===== src/rtl/note_sequencer.sv =====
// Song-RAM driven note sequencer: plays {note, dur} entries in order, each held for
// dur ticks, with optional silent gap between entries, end-of-song markers and looping.
module note_sequencer #(
    parameter int CLK_HZ    = 100000000,
    parameter int TICK_HZ   = 1000,
    parameter int GAP_TICKS = 0,
    parameter int DEPTH     = 64
) (
    input  logic                     clk,
    input  logic                     rst,
    input  logic                     start,
    input  logic                     stop,
    input  logic                     loop_en,
    input  logic                     wr_en,
    input  logic [$clog2(DEPTH)-1:0] wr_addr,
    input  logic [15:0]              wr_data,
    output logic [7:0]               note,
    output logic                     busy,
    output logic                     done,
    output logic [$clog2(DEPTH)-1:0] idx
);

    localparam int ADDR_W = $clog2(DEPTH);
    localparam int DIV    = CLK_HZ / TICK_HZ;
    localparam int PRE_W  = (DIV > 1) ? $clog2(DIV) : 1;
    localparam int GAP_W  = $clog2(GAP_TICKS + 1);
    localparam int CNT_W  = (GAP_W > 8) ? GAP_W : 8;

    localparam logic [PRE_W-1:0]  PRE_LAST = PRE_W'(DIV - 1);
    localparam logic [ADDR_W-1:0] IDX_LAST = ADDR_W'(DEPTH - 1);
    localparam logic [CNT_W-1:0]  GAP_CNT  = CNT_W'(GAP_TICKS);

    typedef enum logic [2:0] {
        IDLE,
        FETCH,
        LOAD,
        PLAY,
        GAP
    } state_t;

    state_t             state_q, state_d;
    logic [7:0]         note_q, note_d;
    logic               done_q, done_d;
    logic [ADDR_W-1:0]  idx_q, idx_d;
    logic [PRE_W-1:0]   pre_q, pre_d;
    logic [CNT_W-1:0]   cnt_q, cnt_d;

    logic [15:0]        mem [DEPTH];
    logic [15:0]        rd_q;
    logic [7:0]         entry_note;
    logic [7:0]         entry_dur;
    logic [7:0]         mapped_note;
    logic               advance;
    logic               end_of_song;

    // Song RAM: the read port follows idx every cycle; only the value latched during FETCH is consumed.
    always_ff @(posedge clk) begin
        if (wr_en) begin
            mem[wr_addr] <= wr_data;
        end
        rd_q <= mem[idx_q];
    end

    assign entry_note  = rd_q[15:8];
    assign entry_dur   = rd_q[7:0];
    assign mapped_note = (entry_note == 8'd0 || entry_note > 8'd96) ? 8'd0 : entry_note;

    always_ff @(posedge clk or posedge rst) begin
        if (rst) begin
            state_q <= IDLE;
            note_q  <= 8'd0;
            done_q  <= 1'b0;
            idx_q   <= '0;
            pre_q   <= '0;
            cnt_q   <= '0;
        end else begin
            state_q <= state_d;
            note_q  <= note_d;
            done_q  <= done_d;
            idx_q   <= idx_d;
            pre_q   <= pre_d;
            cnt_q   <= cnt_d;
        end
    end

    always_comb begin
        state_d     = state_q;
        note_d      = note_q;
        done_d      = 1'b0;
        idx_d       = idx_q;
        pre_d       = pre_q;
        cnt_d       = cnt_q;
        advance     = 1'b0;
        end_of_song = 1'b0;

        if (state_q != IDLE && stop) begin
            state_d = IDLE;
            note_d  = 8'd0;
            idx_d   = '0;
            pre_d   = '0;
            cnt_d   = '0;
        end else begin
            case (state_q)
                IDLE: begin
                    note_d = 8'd0;
                    if (start && !stop) begin
                        state_d = FETCH;
                        idx_d   = '0;
                    end
                end
                FETCH: begin
                    state_d = LOAD;
                end
                LOAD: begin
                    if (entry_dur != 8'd0) begin
                        state_d = PLAY;
                        note_d  = mapped_note;
                        cnt_d   = CNT_W'(entry_dur);
                        pre_d   = '0;
                    end else begin
                        end_of_song = 1'b1;
                    end
                end
                PLAY, GAP: begin
                    if (pre_q == PRE_LAST) begin
                        pre_d = '0;
                        // Decrement saturates at zero; the segment ends on the wrap that consumes the last tick.
                        if (cnt_q > CNT_W'(1)) begin
                            cnt_d = cnt_q - 1'b1;
                        end else begin
                            cnt_d = '0;
                            if (state_q == PLAY && GAP_TICKS > 0) begin
                                state_d = GAP;
                                note_d  = 8'd0;
                                cnt_d   = GAP_CNT;
                            end else begin
                                advance = 1'b1;
                            end
                        end
                    end else begin
                        pre_d = pre_q + 1'b1;
                    end
                end
                default: begin
                    state_d = IDLE;
                    note_d  = 8'd0;
                end
            endcase

            if (advance) begin
                if (idx_q == IDX_LAST) begin
                    end_of_song = 1'b1;
                end else begin
                    idx_d   = idx_q + 1'b1;
                    state_d = FETCH;
                end
            end

            // A marker at entry 0 always finishes, so an empty song cannot loop forever.
            if (end_of_song) begin
                if (loop_en && idx_q != '0) begin
                    idx_d   = '0;
                    state_d = FETCH;
                end else begin
                    state_d = IDLE;
                    note_d  = 8'd0;
                    done_d  = 1'b1;
                    idx_d   = '0;
                end
            end
        end
    end

    assign note = note_q;
    assign busy = (state_q != IDLE);
    assign done = done_q;
    assign idx  = idx_q;

endmodule


===== config.mk =====
export PLATFORM = sky130hd
export DESIGN_NAME = note_sequencer
export DESIGN_NICKNAME = d
export VERILOG_FILES = /design/src/rtl/note_sequencer.sv
export SDC_FILE = /design/constraint.sdc
export NUM_CORES = 1
export LEC_CHECK = 0
export ABC_AREA = 0
export BUFFER_PORTS_ARGS = -buffer_cell sky130_fd_sc_hd__buf_2
export CAP_MARGIN = 20
export CELL_PAD_IN_SITES_DETAIL_PLACEMENT = 0
export CELL_PAD_IN_SITES_GLOBAL_PLACEMENT = 2
export CORE_MARGIN = 1
export CORE_UTILIZATION = 29
export DETAILED_ROUTE_END_ITERATION = 16
export PLACE_DENSITY_LB_ADDON = 0.1
export SLEW_MARGIN = 20
export SYNTH_ARGS = -nofsm -noshare
export SYNTH_HDL_FRONTEND = slang
export SYNTH_SLANG_ARGS = --single-unit

===== constraint.sdc =====
create_clock -name clk -period 2.7 [get_ports clk]
set_input_delay 0.54 -clock clk [delete_from_list [all_inputs] [get_ports clk]]
set_output_delay 0.54 -clock clk [all_outputs]
set_load 0.05 [all_outputs]

# --- After elaboration in Yosys (flattened, before gate mapping) ---
# Memory sizes are Yosys's and may differ from the RTL's. A register that Yosys moved wholly into a read port is not among the register bits.
# Index checks and enable logic that the tools add are counted.
op_classes:
  mux: 43
  magnitude_cmp: 2
  bitwise: 0
  eq_ne: 8
  shift: 0
  multipliers: 0
  reduce_logical: 15
  addsub: 3
  div_mod_pow: 0
ops:
  columns: ["op", "n"]
  rows:
  - ["8-bit two-way mux", 9]
  - ["17-bit two-way mux", 3]
  - ["6-bit two-way mux", 6]
  - ["17-bit one-hot mux with 2 select lines", 1]
  - ["8-bit one-hot mux with 2 select lines", 2]
  - ["3-bit two-way mux", 6]
  - ["17-bit by 1-bit adder with 17-bit output, second input constant", 1]
  - ["17-bit equality test, second input constant", 1]
  - ["1-bit two-way mux", 15]
  - ["3-bit one-hot mux with 4 select lines", 1]
  - ["8-bit by 1-bit > comparator with 1-bit output, second input constant", 1]
  - ["8-bit by 7-bit > comparator with 1-bit output, second input constant", 1]
  - ["8-bit logical NOT", 1]
  - ["8-bit nonzero test", 1]
  - ["8-bit by 1-bit subtractor with 8-bit output, second input constant", 1]
  - ["6-bit by 1-bit adder with 6-bit output, second input constant", 1]
  - ["3-bit by 2-bit equality test with 1-bit output, second input constant", 2]
  - ["6-bit equality test, second input constant", 1]
  - ["3-bit != test, second input constant", 2]
  - ["3-bit nonzero test", 2]
  - ["6-bit nonzero test", 1]
  - ["3-bit by 1-bit equality test with 1-bit output, second input constant", 1]
  - ["3-bit equality test, second input constant", 1]
  - ["1-bit logical AND", 3]
  - ["7 further kinds", 7]
word_totals:
  ram_bits: 1024
  mem_count: 1
  reg_bits: 43
  elab_cells: 78
  input_bits: 28
  romBits: 0
  latch_bits: 0
mem_list:
  columns: ["name", "words", "width", "rd", "rd_ports_with_merged_regs", "write_ports", "line", "text"]
  rows:
  - ["mem", 64, 16, 1, 1, 1, "48", "logic [15:0] mem [DEPTH];"]

# --- Longest topological paths before layout ---
# Gate-level depths: netlist of the first run.
depth:
  word_depth: 9
  depth_mapped: 11
  depth_no_buf: 6

# --- Worst setup path after synthesis of the first run ---
# Ideal clock, no wire load.
synth_path:
  path_type: "register -> register"
  from: "register idx_q[0], in the netlist idx[0]"
  to: "register note_q[0], in the netlist note[0]"
  required_ns: 2.625
  period_less_slack_ns: 2.778
  stages_incl_launch_ff: 12
  t_arrival_ns: 2.703
  setup_slack_ns: -0.078
  path_cell_list: "dfrtp_1 -> buf_2 -> buf_2 -> buf_4 -> buf_2 -> buf_2 -> inv_1 -> ha_1 -> a31oi_1 -> or2_1 -> o311ai_1 -> nor2_1"
synth_between:
  elab_chain_len: 6
  word_cells_on_any_way: 9
  cone_classes: "eq/ne (1); mux (6); reduce/logical (2)"
synth_rtl:
  columns: ["element", "line", "text"]
  rows:
  - ["from (decl)", "44", "logic [ADDR_W-1:0] idx_q, idx_d;"]
  - ["from (signal assigned)", "80", "idx_q <= idx_d;"]
  - ["6-bit equality test", "151", "if (idx_q == IDX_LAST) begin"]
  - ["1-bit two-way mux", "151", null]
  - ["1-bit two-way mux", "150", "if (advance) begin"]
  - ["1-bit two-way mux", "96", "if (state_q != IDLE && stop) begin"]
  - ["8-bit two-way mux (*)", "160", "if (end_of_song) begin"]
  - ["8-bit two-way mux (*)", "96", null]
  - ["named net note_d[0]", "42", "logic [7:0] note_q, note_d;"]
  - ["to (signal assigned)", "78", "note_q <= note_d;"]
  - ["to (decl)", "42", null]
# The timed path passes the listed nets; every way through them passes the cells marked *. The select of a mux whose other input is x is not followed.
# A chain may end at the register's enable or synchronous reset.

==> results by group, run 1 <==
Synth
  • Post-synthesis average cell area: 18.5 um2
  • Area share of the leading cell type in the synthesized netlist: 0.725
  • Asr flop ratio synth: 0.0397
  • Area contributors post-synth: edfxtp_1 72%, mux4_2 7.0%, mux2_2 3.4%
  • Post-synth net total: 2327
  • Most used flip-flop cell after synthesis: edfxtp_1
  • Register area share after synthesis: 0.758
  • Synthesized area: 0.0424 mm2
  • Post-synth cell types: 68
  • Synth Register Bits: 1083
  • Yosys warns: 0
  • Post-synth EDFFs: 1024
  • Syn Inst Count: 2294
  • Leading area contributor after synthesis: edfxtp_1

CTS
  • CTS root buf: clkbuf_16
  • Clk buf depth: 3
  • Clock latency on the worst-skew pair: 760 ps
  • CTS tree: yes
  • Sink Count: 1083
  • H-tree levels: 4
  • Total CTS buffers: 132
  • Worst-path clk slew: 60 ps
  • Number of setup buffers added after CTS: 0

Floorplanning
  • Chip width: 384 um
  • Boundary Pins: 44
  • Die H: 384 um
  • Initial core utilization: 0.294
  • Std-Cell Rows: 139
  • Core Region: 0.144 mm2
  • Die area: 0.148 mm2

Setup path
  • Setup CP Type: reg -> reg
  • Req. time, crit path: 3280 ps
  • Critical Path AT: 3220 ps
  • Worst setup EP type: flop
  • CP max FO: 32
  • Worst setup SP type: flop

Global route
  • First-pass GRT wire length: 184 mm
  • GRT Util Overall: 0.178
  • Largest net degree at the start of global routing: 65
  • Initial antenna violation count: 5
  • Vias in the first global route: 23.6k
  • Overflow after GRT: 0

Timing
  • Fmax: 380 MHz
  • Final min period: 2630 ps
  • Final Hold Viols: 0
  • Max-slew headroom: 0.475
  • Final Setup Violations: 0
  • Setup Skew: 24.0 ps
  • Worst-Margin Slew: 781 ps
  • Final worst slack: 67.3 ps
  • Slew Limit Fails: 0
  • Post-route clock period utilization: 0.975
  • Unrepaired setup endpoints after global routing: true

Placement
  • Pre-CTS setup slack: -409 ps
  • Hpwl dp: 80.3 mm
  • Gpl congestion: 0.756
  • Number of I/O port buffers: 43
  • Placed insts: 4320

Power
  • Maximum VDD drop: 0.000531 V
  • Leakage: 15.9 nW
  • PD cells: 729 mW/mm2

Run
  • Max-cap violation count: 0

Cells and area
  • Fillcell total: 13.5k
  • Share of layout cells above drive strength 1: 0.282
  • Total Nets Final: 2585
  • Layout area overhead: 20.8%
  • Commonest non-fill, non-tap cell in the layout: edfxtp_1
  • End-of-flow core utilization: 0.355
  • Fin cells: 4560
  • Most frequent cells in the layout: 1024 x edfxtp_1, 157 x buf_4, 140 x clkbuf_16

Drt
  • DR WL/cell: 28.6 um
  • Vias after detailed routing: 22.6k
  • Drt pass-1 iters: 5
  • Post-DRT Antenna Nets: 0
  • DRT Wirelength: 130 mm
  • Initial DRC Count: 1716
  • DRC: 0
  • Via density: 4.96

Outcome
  • Status: complete, no violations

Worst hold path
  • HP Class: in -> reg
==> per-layer routing <==
metal | track usage | wire, um
met3 | 0.0306 | 4790
met2 | 0.286 | 61700
met1 | 0.251 | 61500
met4 | 0.0420 | 2310
met5 | 0 | 0
==> registers in the layout, indices dropped and copies added (netlist names) <==
signal,cells
note,8
done,1
pre_q,17
cnt_q,8
mem,1024
state_q,3
rd_q,16
idx,6
==> synth_stat cells, types with 6 or more instances <==
library cell	count
edfxtp_1	1024
nor2_1	145
mux4_2	131
mux2_2	129
mux2i_1	125
o22ai_1	92
clkbuf_1	80
o21ai_0	78
nand2_1	50
buf_2	46
o221ai_1	45
dfrtp_1	43
nand3_1	33
a21oi_1	20
a211oi_1	19
o31ai_1	18
a21o_1	16
dfxtp_1	16
inv_1	14
nor3_1	14
a211o_1	13
a2111oi_0	12
a22o_1	10
o211ai_1	8
a22oi_1	7
buf_1	7
nor2b_1	7
or3_1	7
nand4_1	6
nor3b_1	6
==> stage by stage <==
step | TNS (ps) | power, mW | cell area [um2] | hold slack [ps]
6_report | 0 | 37.4 | 51300 | 200
5_1_grt | -35.8 | 38.6 | 51200 | 194
4_1_cts | -47.6 | 37.9 | 51200 | 135
3_5_place_dp | -867 | 20.3 | 46800 | 482
3_3_place_gp | -2320 | 20.2 | 46800 | 481
2_1_floorplan | 0 | 19.5 | 42400 | 457
==> cell type report <==
type | count | area [um2] | share of cell area
multi-input cells | 1061 | 9780 | 0.191
clock inverters | 77 | 677 | 0.0132
well taps | 1903 | 2380 | 0.0465
flip-flops and latches | 1083 | 32200 | 0.627
repair buffers | 259 | 2590 | 0.0506
diodes | 4 | 10.0 | 0.000195
clock buffers | 158 | 3600 | 0.0702
inverters | 15 | 56.3 | 0.00110
==> kinds of logic (layout without fill, tap and decap cells) <==
group | count (synthesis) | after routing | share of synthesized area
other cells | 0 | 4 | 0
simple gates | 306 | 306 | 0.0336
buf+inv | 150 | 509 | 0.0149
xor+xnor | 4 | 4 | 0.000826
compound gates | 361 | 361 | 0.0581
flops | 1083 | 1083 | 0.758
mux | 385 | 385 | 0.133
fa+ha+maj | 5 | 5 | 0.00147
==> critical path, cell delays in order, from the launching register on <==
cell      delay, ps
dfrtp_4         530
buf_16          250
buf_12          280
mux4_2          530
nand3b_1        100
nand2_1         140
a211oi_4        370
o32ai_2         200
==> timing repair <==
action                                  CTS  global route
endpoints found under the hold margin    28             0
pin swaps                                 0             1
gates resized for setup                  13            20
hold buffers                              1             0
endpoints found under the setup margin    8            18
==> path summary, 6_finish.rpt <==
check,startpoint,to,slack (ps),cells after the start
setup / recovery,idx[0]$_DFF_PP0_,rd_q[14]$_DFF_P_,70,7
hold / removal,stop,state_q[1]$_DFF_PP0_,200,3
setup reg to reg,idx[0]$_DFF_PP0_,rd_q[14]$_DFF_P_,70,7
hold reg to reg,note[7]$_DFF_PP0_,note[7]$_DFF_PP0_,490,2
max in group asynchronous,rst,note[3]$_DFF_PP0_,1500,4
min in group asynchronous,rst,pre_q[15]$_DFFE_PP0P_,440,3
==> power by group <==
part           total (mW)  internal (mW)  switching (mW)  leakage (nW)
logic                1.23          0.379           0.850          3.90
clock network        17.5           10.5            6.94          2.09
registers            18.7           18.6           0.107          9.93
Power figures use the tool's default switching activity.
==> run 2: changes to the inputs <==
CORE_UTILIZATION = 45   (was 29)
==> run 2 against run 1 <==
Core utilization up 18 points. Fmax down 1.7%. Clock power down 10%. Worst setup slack worse by 45 ps. Largest cell class unchanged.
==> results by group, run 2 (synthesis results as in run 1) <==
Outcome
  • Status: complete, no violations

Cells and area
  • End-of-flow core utilization: 0.535 (+0.180)
  • Total Nets Final: 2580 (-0.19%)
  • Commonest non-fill, non-tap cell in the layout: edfxtp_1
  • Most frequent cells in the layout: 1024 x edfxtp_1, 182 x buf_4, 142 x nor2_1
  • Layout area overhead: 17.8%
  • Fillcell total: 7489 (-45%)
  • Max reg flops: 1024 (unchanged)
  • Regs by FF count: mem: 1024 flops, pre_q: 17 flops, rd_q: 16 flops
  • Share of layout cells above drive strength 1: 0.278 (-0.00423)
  • Most flops, register: mem

Timing
  • Setup_tns: 0 ps (unchanged)
  • Worst-Margin Slew: 1010 ps (+233 ps)
  • Setup Skew: 19.2 ps (-4.83 ps)
  • Final Hold Viols: 0 (unchanged)
  • Fmax: 374 MHz (-1.7%)
  • Slew Limit Fails: 0 (unchanged)
  • Post-route clock period utilization: 0.992 (+0.0165)
  • Max-slew headroom: 0.323 (-0.153)
  • Final min period: 2680 ps (+44.5 ps)
  • Unrepaired setup endpoints after global routing: true
  • Final worst slack: 22.8 ps (-44.5 ps)
  • Final Setup Violations: 0 (unchanged)

Power
  • Clock power share: 0.441 (-0.026)
  • Pint: 28.2 mW (-4.2%)
  • Switching Share: 0.205 (-0.00640)
  • PD cells: 710 mW/mm2 (-2.5%)
  • Part of the power in registers: 0.526 (+0.026)
  • Maximum VDD drop: 0.000628 V (+18%)
  • Combinational power share: 0.033 (about the same)
  • Sw Pwr: 7.28 mW (-7.9%)
  • Leakage: 15.7 nW (-1.3%)

Drt
  • Drt pass-1 iters: 5 (unchanged)
  • DRT Wirelength: 116 mm (-11%)
  • DRC: 0 (unchanged)
  • Initial DRC Count: 2315 (+35%)
  • DR WL/cell: 29.7 um (+4.0%)
  • Via density: 5.81 (+17%)
  • Post-DRT Antenna Nets: 0 (unchanged)
  • Vias after detailed routing: 22.6k (+0.093%)

Global route
  • GRT Util Overall: 0.247 (+0.0682)
  • Overflow after GRT: 0 (unchanged)
  • Largest net degree at the start of global routing: 65 (unchanged)
  • Initial antenna violation count: 4 (-1)
  • Vias in the first global route: 22.8k (-3.4%)
  • First-pass GRT wire length: 166 mm (-10%)

Setup path
  • Critical Path AT: 3230 ps (about the same)
  • CP max FO: 12 (-63%)
  • Req. time, crit path: 3250 ps (-30 ps)
  • Worst setup SP type: flop
  • Setup CP Type: reg -> reg
  • Worst setup EP type: flop

CTS
  • H-tree levels: 3 (-1)
  • CTS root buf: clkbuf_16
  • Sink Count: 1083 (unchanged)
  • CTS tree: yes
  • Clk buf depth: 3 (unchanged)
  • Clock latency on the worst-skew pair: 690 ps (-70 ps)
  • Hold-fix buffers at CTS: 0 (-1)
  • Total CTS buffers: 113 (-14%)
  • Worst-path clk slew: 60 ps (about the same)

Placement
  • Gpl congestion: 0.818 (+8.2%)
  • Number of I/O port buffers: 43 (unchanged)
  • Hpwl dp: 72.9 mm (-9.2%)
  • Pre-CTS setup slack: -358 ps (+50.6 ps)

Floorplanning
  • Std-Cell Rows: 112 (-19%)
  • Boundary Pins: 44 (unchanged)
  • Chip width: 309 um (-20%)
  • Initial core utilization: 0.455 (+0.161)
  • Die H: 309 um (-20%)
  • Die area: 0.0955 mm2 (-35%)
  • Core Region: 0.0933 mm2 (-35%)

Worst hold path
  • HP Class: in -> async

Run
  • Max-cap violation count: 0 (unchanged)
[run 2: metrics by stage]
| step | area (um2) | power (mW) | std cells | hold slack [ps] |
|---|---|---|---|---|
| final | 50000 | 35.5 | 3898 | 28.3 |
| after global placement | 45900 | 20.1 | 3681 | 486 |
| after floorplan | 42400 | 19.5 | 2294 | 457 |
| after global routing | 50000 | 36.5 | 3897 | 62.6 |
| after detailed placement | 45900 | 20.2 | 3682 | 490 |
| after CTS | 49900 | 35.8 | 3897 | 22.4 |
[run 2: final cells by class]
class	count	area (um2)	share of cell area
tap	1254	1570	0.0314
clock buffer	144	3060	0.0613
clock inverter	67	688	0.0138
timing repair buffer	273	2580	0.0517
multi-input combinational	1061	9850	0.197
antenna	1	2.50	0.0000501
inverter	15	56.3	0.00113
sequential	1083	32200	0.644
[run 2: worst max-delay path: stages (launching register included)]
cell	delay, ps
dfrtp_4	500
buf_12	150
buf_4	150
bufbuf_16	280
mux4_2	430
o22ai_1	260
nor2_1	110
a2111oi_1	370
buf_4	210
o31ai_1	60
[run 2: worst paths after layout]
path                                 startpoint                    to  slack, ps  depth (start not counted)
max reg2reg                    idx[0]$_DFF_PP0_       rd_q[5]$_DFF_P_         20                          9
min                                         rst  cnt_q[0]$_DFFE_PP0P_         30                          2
min in group clk                           stop  state_q[1]$_DFF_PP0_        270                          3
max                            idx[0]$_DFF_PP0_       rd_q[5]$_DFF_P_         20                          9
max in group asynchronous                   rst      idx[2]$_DFF_PP0_       2030                          2
min reg2reg                cnt_q[4]$_DFFE_PP0P_  cnt_q[4]$_DFFE_PP0P_        510                          1
[run 2: power groups by stage]
stage | logic [mW] | registers (mW) | clock network [mW]
3_3_place_gp | 1.14 | 19.0 | 0
6_report | 1.17 | 18.7 | 15.7
4_1_cts | 1.18 | 18.7 | 16.0
5_1_grt | 1.28 | 18.7 | 16.5
2_1_floorplan | 0.551 | 19.0 | 0
3_5_place_dp | 1.17 | 19.0 | 0
[run 2: what timing repair did]
action,CTS,global route
buffers inserted,2,0
pin swaps,3,3
cloned,2,0
endpoints found under the setup margin,10,10
resized for setup,19,13
[run 2: routing by layer]
metal	routed length, um	global-route usage	vias to the layer above
li1	-	-	9885
met1	50300	0.344	11902
met3	6890	0.0463	171
met4	3610	0.0764	2
met5	13	0	-
met2	55000	0.394	675
